File: src/rtl/rr_fifo_arbiter_if.sv
// rr_fifo_arbiter_if: groups the requester-side and FIFO-side signals of
// the round-robin FIFO arbiter. The arbiter connects through the slave
// modport. The requesters, FIFO and return path (or a testbench) connect
// through the master modport.
interface rr_fifo_arbiter_if #(
  parameter int NUM_REQ = 4
);
  logic [NUM_REQ-1:0]    req_valid;
  logic [NUM_REQ-1:0]    req_write;
  logic [32*NUM_REQ-1:0] req_addr;
  logic [32*NUM_REQ-1:0] req_wdata;
  logic [NUM_REQ-1:0]    req_ack;
  logic [31:0]           req_rdata;
  logic [NUM_REQ-1:0]    req_rdata_ack;
  logic [NUM_REQ-1:0]    req_slverr;
  logic                  push_out;
  logic                  fifo_write_out;
  logic [31:0]           push_addr_out;
  logic [31:0]           push_wdata_out;
  logic                  full_i;
  logic [31:0]           rdata_in;
  logic                  rdata_valid_in;

  modport slave (
    input  req_valid, req_write, req_addr, req_wdata, full_i, rdata_in, rdata_valid_in,
    output req_ack, req_rdata, req_rdata_ack, req_slverr,
    output push_out, fifo_write_out, push_addr_out, push_wdata_out
  );

  modport master (
    output req_valid, req_write, req_addr, req_wdata, full_i, rdata_in, rdata_valid_in,
    input  req_ack, req_rdata, req_rdata_ack, req_slverr,
    input  push_out, fifo_write_out, push_addr_out, push_wdata_out
  );
endinterface

File: src/rtl/rr_fifo_arbiter.sv
// rr_fifo_arbiter: round-robin arbiter that shares one FIFO push port among
// NUM_REQ requesters. Each transfer is granted in IDLE and pushed in ISSUE.
// A read then waits in WAIT_RD for its return data.
// Optional feature macro RR_TIMEOUT_EN adds a read-wait timeout. When the
// timeout fires, the read is answered with slverr=1 after TIMEOUT_CYC
// cycles in WAIT_RD.
module rr_fifo_arbiter #(
  parameter int NUM_REQ     = 4,
  parameter int TIMEOUT_CYC = 256
) (
  input logic               PCLK,
  input logic               PRESET,
  rr_fifo_arbiter_if.slave  bus
);
  localparam int PW = (NUM_REQ > 1) ? $clog2(NUM_REQ) : 1;
  localparam logic [1:0] ST_IDLE    = 2'd0;
  localparam logic [1:0] ST_ISSUE   = 2'd1;
  localparam logic [1:0] ST_WAIT_RD = 2'd2;
  localparam logic [NUM_REQ-1:0] ONE_HOT0 = NUM_REQ'(1);
  localparam logic [PW-1:0] PTR_RST = PW'(NUM_REQ - 1);

  logic [1:0]          state;
  logic [PW-1:0]       ptr;
  logic [PW-1:0]       gnt;
  logic                lat_write;
  logic [PW-1:0]       win;
  logic                found;
  logic [PW-1:0]       idx;
  logic                push_q;
  logic                fifo_write_q;
  logic [31:0]         push_addr_q;
  logic [31:0]         push_wdata_q;
  logic [NUM_REQ-1:0]  ack_q;
  logic [31:0]         rdata_q;
  logic [NUM_REQ-1:0]  rdata_ack_q;

`ifdef RR_TIMEOUT_EN
  localparam int CW = ($clog2(TIMEOUT_CYC + 1) > 8) ? $clog2(TIMEOUT_CYC + 1) : 8;
  logic [CW-1:0]       wait_cnt;
  logic [NUM_REQ-1:0]  slverr_q;
  assign bus.req_slverr = slverr_q;
`else
  assign bus.req_slverr = '0;
`endif

  assign bus.push_out       = push_q;
  assign bus.fifo_write_out = fifo_write_q;
  assign bus.push_addr_out  = push_addr_q;
  assign bus.push_wdata_out = push_wdata_q;
  assign bus.req_ack        = ack_q;
  assign bus.req_rdata      = rdata_q;
  assign bus.req_rdata_ack  = rdata_ack_q;

  // Pick the first valid requester after the last owner, wrapping around.
  always_comb begin
    win   = ptr;
    found = 1'b0;
    idx   = '0;
    for (int i = 1; i <= NUM_REQ; i++) begin
      idx = PW'((int'(ptr) + i) % NUM_REQ);
      if (!found && bus.req_valid[idx]) begin
        win   = idx;
        found = 1'b1;
      end
    end
  end

  // Arbitration FSM. All outputs are registered, and pulses clear every cycle by default.
  always_ff @(posedge PCLK) begin
    if (PRESET) begin
      state        <= ST_IDLE;
      ptr          <= PTR_RST;
      gnt          <= '0;
      lat_write    <= 1'b0;
      push_q       <= 1'b0;
      fifo_write_q <= 1'b0;
      push_addr_q  <= '0;
      push_wdata_q <= '0;
      ack_q        <= '0;
      rdata_q      <= '0;
      rdata_ack_q  <= '0;
`ifdef RR_TIMEOUT_EN
      wait_cnt     <= '0;
      slverr_q     <= '0;
`endif
    end else begin
      push_q       <= 1'b0;
      fifo_write_q <= 1'b0;
      push_addr_q  <= '0;
      push_wdata_q <= '0;
      ack_q        <= '0;
      rdata_ack_q  <= '0;
`ifdef RR_TIMEOUT_EN
      slverr_q     <= '0;
`endif
      case (state)
        ST_IDLE: begin
          if (found && !bus.full_i) begin
            gnt          <= win;
            lat_write    <= bus.req_write[win];
            push_q       <= 1'b1;
            fifo_write_q <= bus.req_write[win];
            push_addr_q  <= bus.req_addr[win*32 +: 32];
            push_wdata_q <= bus.req_wdata[win*32 +: 32];
            ack_q        <= ONE_HOT0 << win;
            state        <= ST_ISSUE;
          end
        end
        ST_ISSUE: begin
          ptr   <= gnt;
          state <= lat_write ? ST_IDLE : ST_WAIT_RD;
`ifdef RR_TIMEOUT_EN
          wait_cnt <= '0;
`endif
        end
        ST_WAIT_RD: begin
          if (bus.rdata_valid_in) begin
            rdata_q     <= bus.rdata_in;
            rdata_ack_q <= ONE_HOT0 << gnt;
            state       <= ST_IDLE;
`ifdef RR_TIMEOUT_EN
          end else if (wait_cnt == CW'(TIMEOUT_CYC - 1)) begin
            rdata_q     <= '0;
            rdata_ack_q <= ONE_HOT0 << gnt;
            slverr_q    <= ONE_HOT0 << gnt;
            state       <= ST_IDLE;
          end else begin
            wait_cnt <= wait_cnt + CW'(1);
`endif
          end
        end
        default: state <= ST_IDLE;
      endcase
    end
  end
endmodule

File: src/flat_wrapper.sv
// flat-port wrapper written by rule: the top's interface ports become plain ports
module rr_fifo_arbiter_flat 
#(
  parameter int NUM_REQ     = 4,
  parameter int TIMEOUT_CYC = 256
)
  (PCLK, PRESET, bus_req_valid, bus_req_write, bus_req_addr, bus_req_wdata, bus_full_i, bus_rdata_in, bus_rdata_valid_in, bus_req_ack, bus_req_rdata, bus_req_rdata_ack, bus_req_slverr, bus_push_out, bus_fifo_write_out, bus_push_addr_out, bus_push_wdata_out);
  rr_fifo_arbiter_if #(.NUM_REQ(NUM_REQ)) bus_i ();
  input logic PCLK;
  input logic PRESET;
  input wire logic [$bits(bus_i.req_valid)-1:0] bus_req_valid;
  input wire logic [$bits(bus_i.req_write)-1:0] bus_req_write;
  input wire logic [$bits(bus_i.req_addr)-1:0] bus_req_addr;
  input wire logic [$bits(bus_i.req_wdata)-1:0] bus_req_wdata;
  input wire logic [$bits(bus_i.full_i)-1:0] bus_full_i;
  input wire logic [$bits(bus_i.rdata_in)-1:0] bus_rdata_in;
  input wire logic [$bits(bus_i.rdata_valid_in)-1:0] bus_rdata_valid_in;
  output wire logic [$bits(bus_i.req_ack)-1:0] bus_req_ack;
  output wire logic [$bits(bus_i.req_rdata)-1:0] bus_req_rdata;
  output wire logic [$bits(bus_i.req_rdata_ack)-1:0] bus_req_rdata_ack;
  output wire logic [$bits(bus_i.req_slverr)-1:0] bus_req_slverr;
  output wire logic [$bits(bus_i.push_out)-1:0] bus_push_out;
  output wire logic [$bits(bus_i.fifo_write_out)-1:0] bus_fifo_write_out;
  output wire logic [$bits(bus_i.push_addr_out)-1:0] bus_push_addr_out;
  output wire logic [$bits(bus_i.push_wdata_out)-1:0] bus_push_wdata_out;
  assign bus_i.req_valid = bus_req_valid;
  assign bus_i.req_write = bus_req_write;
  assign bus_i.req_addr = bus_req_addr;
  assign bus_i.req_wdata = bus_req_wdata;
  assign bus_i.full_i = bus_full_i;
  assign bus_i.rdata_in = bus_rdata_in;
  assign bus_i.rdata_valid_in = bus_rdata_valid_in;
  assign bus_req_ack = bus_i.req_ack;
  assign bus_req_rdata = bus_i.req_rdata;
  assign bus_req_rdata_ack = bus_i.req_rdata_ack;
  assign bus_req_slverr = bus_i.req_slverr;
  assign bus_push_out = bus_i.push_out;
  assign bus_fifo_write_out = bus_i.fifo_write_out;
  assign bus_push_addr_out = bus_i.push_addr_out;
  assign bus_push_wdata_out = bus_i.push_wdata_out;
  rr_fifo_arbiter #(.NUM_REQ(NUM_REQ), .TIMEOUT_CYC(TIMEOUT_CYC)) u_core (.PCLK(PCLK), .PRESET(PRESET), .bus(bus_i));
endmodule
File: config.mk
export PLATFORM = sky130hd
export DESIGN_NAME = rr_fifo_arbiter_flat
export DESIGN_NICKNAME = d
export VERILOG_FILES = /design/src/rtl/rr_fifo_arbiter_if.sv /design/src/rtl/rr_fifo_arbiter.sv /design/src/flat_wrapper.sv
export SDC_FILE = /design/constraint.sdc
export NUM_CORES = 1
export LEC_CHECK = 0
export ABC_AREA = 0
export CORE_AREA = 5 5 155 157
export CTS_CLUSTER_DIAMETER = 80
export DETAILED_ROUTE_END_ITERATION = 10
export DIE_AREA = 0 0 160 162
export SLEW_MARGIN = 40
export SYNTH_ARGS = -nofsm -noshare
export SYNTH_HDL_FRONTEND = slang
export SYNTH_SLANG_ARGS = --single-unit
File: constraint.sdc
create_clock -name PCLK -period 2.9 [get_ports PCLK]
set_clock_uncertainty 0.15 [all_clocks]
set_input_delay 0.58 -clock PCLK [delete_from_list [all_inputs] [get_ports PCLK]]
set_output_delay 0.58 -clock PCLK [all_outputs]
set_load 0.01 [all_outputs]
## After elaboration in Yosys (flattened, before gate mapping)

Index checks and enable logic that the tools add are counted.

| cells by class | value |
|---|---|
| reduce and logical (&&, ||, !) cells | 15 |
| $add $sub $neg | 4 |
| shift-type cells | 4 |
| bitwise gates (word level) | 4 |
| multiplexer cells | 23 |
| $lt $le $gt $ge | 5 |
| equal/unequal tests | 4 |

Operators with widths:

| cell | number |
|---|---|
| 128-bit by 8-bit indexed part select with 32-bit output | 2 |
| 2-bit by 3-bit less-than comparator with 1-bit output (second input constant) | 5 |
| 2-bit 2-to-1 mux | 7 |
| 1-bit binary-select mux with 2-bit select | 5 |
| 1-bit 2-to-1 mux | 10 |
| 1-bit by 2-bit << shifter with 4-bit output (first input constant) | 2 |
| 2-bit one-hot mux with 3 select lines | 1 |
| 2-bit AND reduction | 3 |
| 3-bit OR reduction | 2 |
| 2-bit by 1-bit adder with 2-bit output (second input constant) | 2 |
| 2-bit adder (second input constant) | 2 |
| 1-bit logical AND | 4 |
| 1-bit zero test | 4 |
| 1-bit inverter | 4 |
| 2-bit by 1-bit equality test with 1-bit output (second input constant) | 1 |
| 2-bit equality test (second input constant) | 1 |
| 2-bit zero test | 1 |
| 2-bit by 1-bit != test with 1-bit output (second input constant) | 1 |
| 2-bit != test (second input constant) | 1 |
| 2-bit OR reduction | 1 |

| storage, ports and cells | value |
|---|---|
| bits of input ports | 300 |
| logic and storage cells | 70 |
| output and inout port bits | 110 |
| bits in registers | 113 |

## Depth between registers and ports, before layout

| depth | value |
|---|---|
| depth after elaboration | 16 |
| gate-level depth with buffers | 8 |
| depth with buffers taken out | 5 |

## Worst setup path after synthesis

No wires, ideal clock.

| timing | value |
|---|---|
| kind | input-to-reg |
| start point | in bus_req_valid[3] |
| end point | reg u_core.push_addr_q[0], in the netlist u_core.bus.push_addr_out[0] |
| data required time | 2.635 ns |
| buffers on the path | 2 |
| stages on the path | 7 |
| setup time | 0.115 ns |
| arrival | 2.054 ns |
| setup slack | 0.581 ns |
| cells stage by stage | nand2b_1 -> o21ai_2 -> a221oi_4 -> buf_6 -> buf_12 -> mux4_2 -> and2_1 |

| on the way | value |
|---|---|
| word-level cells in the longest chain between the ends | 15 |
| elaborated cells on any way between the ends | 26 |
| classes of those cells | shift (1); mux (16); bitwise (1); reduce/logical (8) |

Ends and longest elaborated chain:

| item | line | RTL |
|---|---|---|
| start: declaration | flat_wrapper.sv:11 | `input wire logic [$bits(bus_i.req_valid)-1:0] bus_req_valid;` |
| parallel branches: the longest is 15 deep, another holds 1-bit binary-select mux with 2-bit select | - |  |
| end signal: assignment | rr_fifo_arbiter.sv:103 | `push_addr_q <= bus.req_addr[win*32 +: 32];` |
| end: declaration | rr_fifo_arbiter.sv:31 | `logic [31:0] push_addr_q;` |

Parallel ways; which one is timed is not known. The select of a mux whose other input is x is not followed.
A chain may end at the register's enable or synchronous reset.

## Worst setup path after layout

| timing | value |
|---|---|
| start point | in bus_req_valid[3] |
| end point | reg u_core.push_wdata_q[12], in the netlist u_core.bus.push_wdata_out[12] |

| on the way | value |
|---|---|
| word-level cells in the longest chain between the ends | 15 |
| elaborated cells on any way between the ends | 26 |
| classes of those cells | shift (1); mux (16); bitwise (1); reduce/logical (8) |

Ends and longest elaborated chain:

| item | line | RTL |
|---|---|---|
| parallel branches: the longest is 15 deep, another holds 1-bit binary-select mux with 2-bit select | - |  |
| end signal: assignment | rr_fifo_arbiter.sv:104 | `push_wdata_q <= bus.req_wdata[win*32 +: 32];` |
| end: declaration | rr_fifo_arbiter.sv:32 | `logic [31:0] push_wdata_q;` |

Parallel ways; which one is timed is not known. The select of a mux whose other input is x is not followed.

==> results.cfg <==
[hold_path]
hold_depth = 2
hold_end = u_core.bus.req_rdata[15]
hold_start = u_core.bus.req_rdata[15]
hp-class = reg -> reg

[setup_path]
r2r_start = u_core.ptr[0]
critPathArrivalTime_ns = 2.64
reg2reg_depth = 7
ff2ff_setup_slack_ns = 0.58
r2r-end = u_core.bus.push_wdata_out[12]
cp_max_fo = 7
critical_path.slowest_cell = mux4_2
cp_common_cell = buf_4
critPathCaptureType = flip-flop
path_delay_family = buffers and inverters
timing_worst_setup_path_type = in -> reg
start_kind = primary input
max_stage_delay_ns = 0.50
critPathRequiredTime_ns = 3.05
path_cells = clkdlybuf4s50_1 > nand2b_1 > o21ai_2 > a221oi_4 > buf_4 > buf_4 > mux4_2 > and2_1
critPathBufInv = 3

[clock_network]
clock-sinks = 113
post_cts_resized = 0
cts.clk_slew.worst_paths_ns = 0.06
root_buffer = clkbuf_16
post_cts_buffers = 0
cts_buffers = 17
cts_buffer_depth = 2
cts_tree = yes
htreeDepth = 4
cts_hold_buf = 0
clock_latency_ns = 0.41

[placement]
gp_congestion = 0.8364
place_ws_ns = -0.02945
hpwl_um = 18520
portBuffers = 405

[power_and_ir_drop]
netSwitchingPower_mw = 1.231
power_density_nw_per_um2 = 507.6
p_total_mw = 5.192
p_comb_share_pct = 24.5
p_seq_share_pct = 32.2
p_clk_share_pct = 43.3
internal-power_mw = 3.961
peakVddDrop_mv = 0.2448
swShare_pct = 23.71
p_leak_nw = 3.732

[yosys]
synth_enable_flop_cells = 0
synth.area.top_cells = dfxtp_1 (44%), mux4_2 (28%), and2_1 (7.8%)
ys_ff_latch = 113
yosys_most_used_dff = dfxtp_1
yosys.area.top_type_share_pct = 44.27
synthAdderAreaFrac_pct = 0
syn_avg_cell_area_sq_um = 11.86
synth_common_cells = dfxtp_1 (113), nand2_1 (65), and2_1 (64), mux4_2 (64), a21oi_1 (34)
yosysTopAreaCell = dfxtp_1
synth_most_common_cell = dfxtp_1
synth_top_family_by_area = multiplexers
syn_area_sq_um = 5110
synthCells = 431
yosys_warnings = 0
synthSimpleGateAreaFrac_pct = 16.28
async_flop_share_pct = 0
ys_seq_area_share_pct = 44.27
synth_compound_area_share_pct = 6.024
synthXorXnorAreaFrac_pct = 0
synthDistinctLibCells = 38
muxShareOfSynthArea_pct = 28.40

[cells_and_area]
nets = 1146
area_delta_synth_final_pct = 100.2
drive_above_1_share_pct = 15.13
num-fill-cells = 2076

[flow_run]
max_cap_violations = 0

[timing]
period_share_pct = 85.76
finalWorstSetupSlack_ns = 0.4128
rsz0062_at_grt = false
final.setup.tns_ns = 0
fmax_mhz = 402.1
timing.final.max_slew_violations = 0
final-hold-violation-count = 0
min_period_ns = 2.487
finalSetupViolCount = 0

[routing]
drt_wl_total_um = 22480
ant_nets = 0
viasPerCell = 4.373
initialDrtViolationCount = 185
drcViolationCount = 0
firstDrtPassIters = 4
routedWlPerCell_um = 19.58
vias = 5020

[grt]
top_usage_layer = met2
antenna_found_initial = 5
use_met3_pct = 6.470
grt_use_met1_pct = 18.61
grt_overflow_total = 0
grt_pass1_wl_um = 32770
track_usage_pct = 16.88
gr-usage-met2_pct = 29.02
grt_pass1_vias = 5467
grt_max_degree = 46

[floorplan]
die_y_um = 162
die-area_sq_um = 25920
start_util_pct = 22.85
die_width_um = 160
io_pins = 410
coreArea_sq_um = 22370
core.rowCount = 55

[status]
status = finished clean
[state kept, by name (all words and copies together), names as in the netlist]
name,cells
u_core.bus.req_ack,4
u_core.bus.req_rdata,32
u_core.bus.fifo_write_out,1
u_core.gnt,2
u_core.lat_write,1
u_core.bus.push_out,1
u_core.bus.req_rdata_ack,4
u_core.bus.push_addr_out,32
u_core.ptr,2
u_core.state,2
u_core.bus.push_wdata_out,32
[area by class of cell]
| class | count | area, sq um | area share, % |
|---|---|---|---|
| Antenna cell | 4 | 10.01 | 0.09785 |
| Sequential cell | 113 | 2262 | 22.11 |
| Multi-Input combinational cell | 278 | 2614 | 25.55 |
| Clock inverter | 13 | 185.2 | 1.810 |
| Inverter | 4 | 15.01 | 0.1468 |
| Tap cell | 285 | 356.6 | 3.486 |
| Clock buffer | 19 | 442.9 | 4.330 |
| Timing Repair Buffer | 432 | 4344 | 42.47 |
[metal layers]
metal  share of wire [%]  up-vias  routed length, um
li1                    -     2373                  -
met1                  37     2374               8388
met2                  52      246              11710
met3                 8.5       27               1906
met4                 2.1        0                471
met5                   0        -                  0
[worst min-delay path, stage by stage (launching register included)]
cell,delay [ns]
dfxtp_1,0.31
nand2_1,0.05
a21oi_1,0.05
[worst max-delay path by stage]
stage	from	end	slack, ns	cells past startpoint
after global routing	bus_req_valid[2]	u_core.bus.push_wdata_out[14]	0.29	8
after floorplan	bus_req_valid[3]	u_core.bus.push_addr_out[0]	0.58	7
after global placement	bus_req_valid[2]	u_core.bus.push_wdata_out[5]	0.02	8
final	bus_req_valid[3]	u_core.bus.push_wdata_out[12]	0.41	8
after CTS	bus_req_valid[3]	u_core.bus.push_wdata_out[12]	0.42	8
after detailed placement	bus_req_valid[3]	u_core.bus.push_wdata_out[12]	-0.03	8
[per-stage QoR]
| stage | area (sq um) | hold WS (ns) | instances | utilization [%] |
|---|---|---|---|---|
| final | 10230 | 0.3024 | 1148 | 45.74 |
| after global routing | 10230 | 0.3181 | 1148 | 45.74 |
| after CTS | 10220 | 0.3051 | 1144 | 45.70 |
| after detailed placement | 9592 | 0.2974 | 1112 | 42.89 |
| after global placement | 9592 | 0.2915 | 1112 | 42.89 |
| after floorplan | 5121 | 0.3092 | 434 | - |
[power groups by stage]
stage | Clock (mW) | Combinational [mW] | Sequential, mW
after floorplan | 0 | 0.543 | 1.73
after global placement | 0 | 1.28 | 1.70
after detailed placement | 0 | 1.29 | 1.70
after CTS | 2.31 | 1.29 | 1.67
after global routing | 2.38 | 1.36 | 1.68
final | 2.25 | 1.27 | 1.67
[cell usage in the layout (no fill, tap or decap), types with 2 or more instances in the layout]
master and instances:
a211o_1 2, a21oi_1 34, and2_1 64, and3_1 2
buf_12 7, buf_4 20, bufinv_16 4, clkbuf_16 17
clkdlybuf4s50_1 405, clkinv_2 3, clkinv_4 3, clkinvlp_4 2
conb_1 4, dfxtp_1 113, diode_2 4, inv_1 3
mux4_2 64, nand2_1 65, nand2b_1 3, nand3_1 2
nand3b_1 2, nor2_1 5, nor2b_1 3, nor3_1 7
nor4b_1 2, o21ai_0 2, or2_2 2
[cell families (layout without fill, tap and decap cells)]
| kind of cell | Yosys count | after routing |
|---|---|---|
| simple gates | 161 | 161 |
| compound gates | 48 | 48 |
| mux | 65 | 65 |
| flops | 113 | 113 |
| other cells | 1 | 8 |
| buf+inv | 43 | 468 |
(Power assumes the default switching activity.)
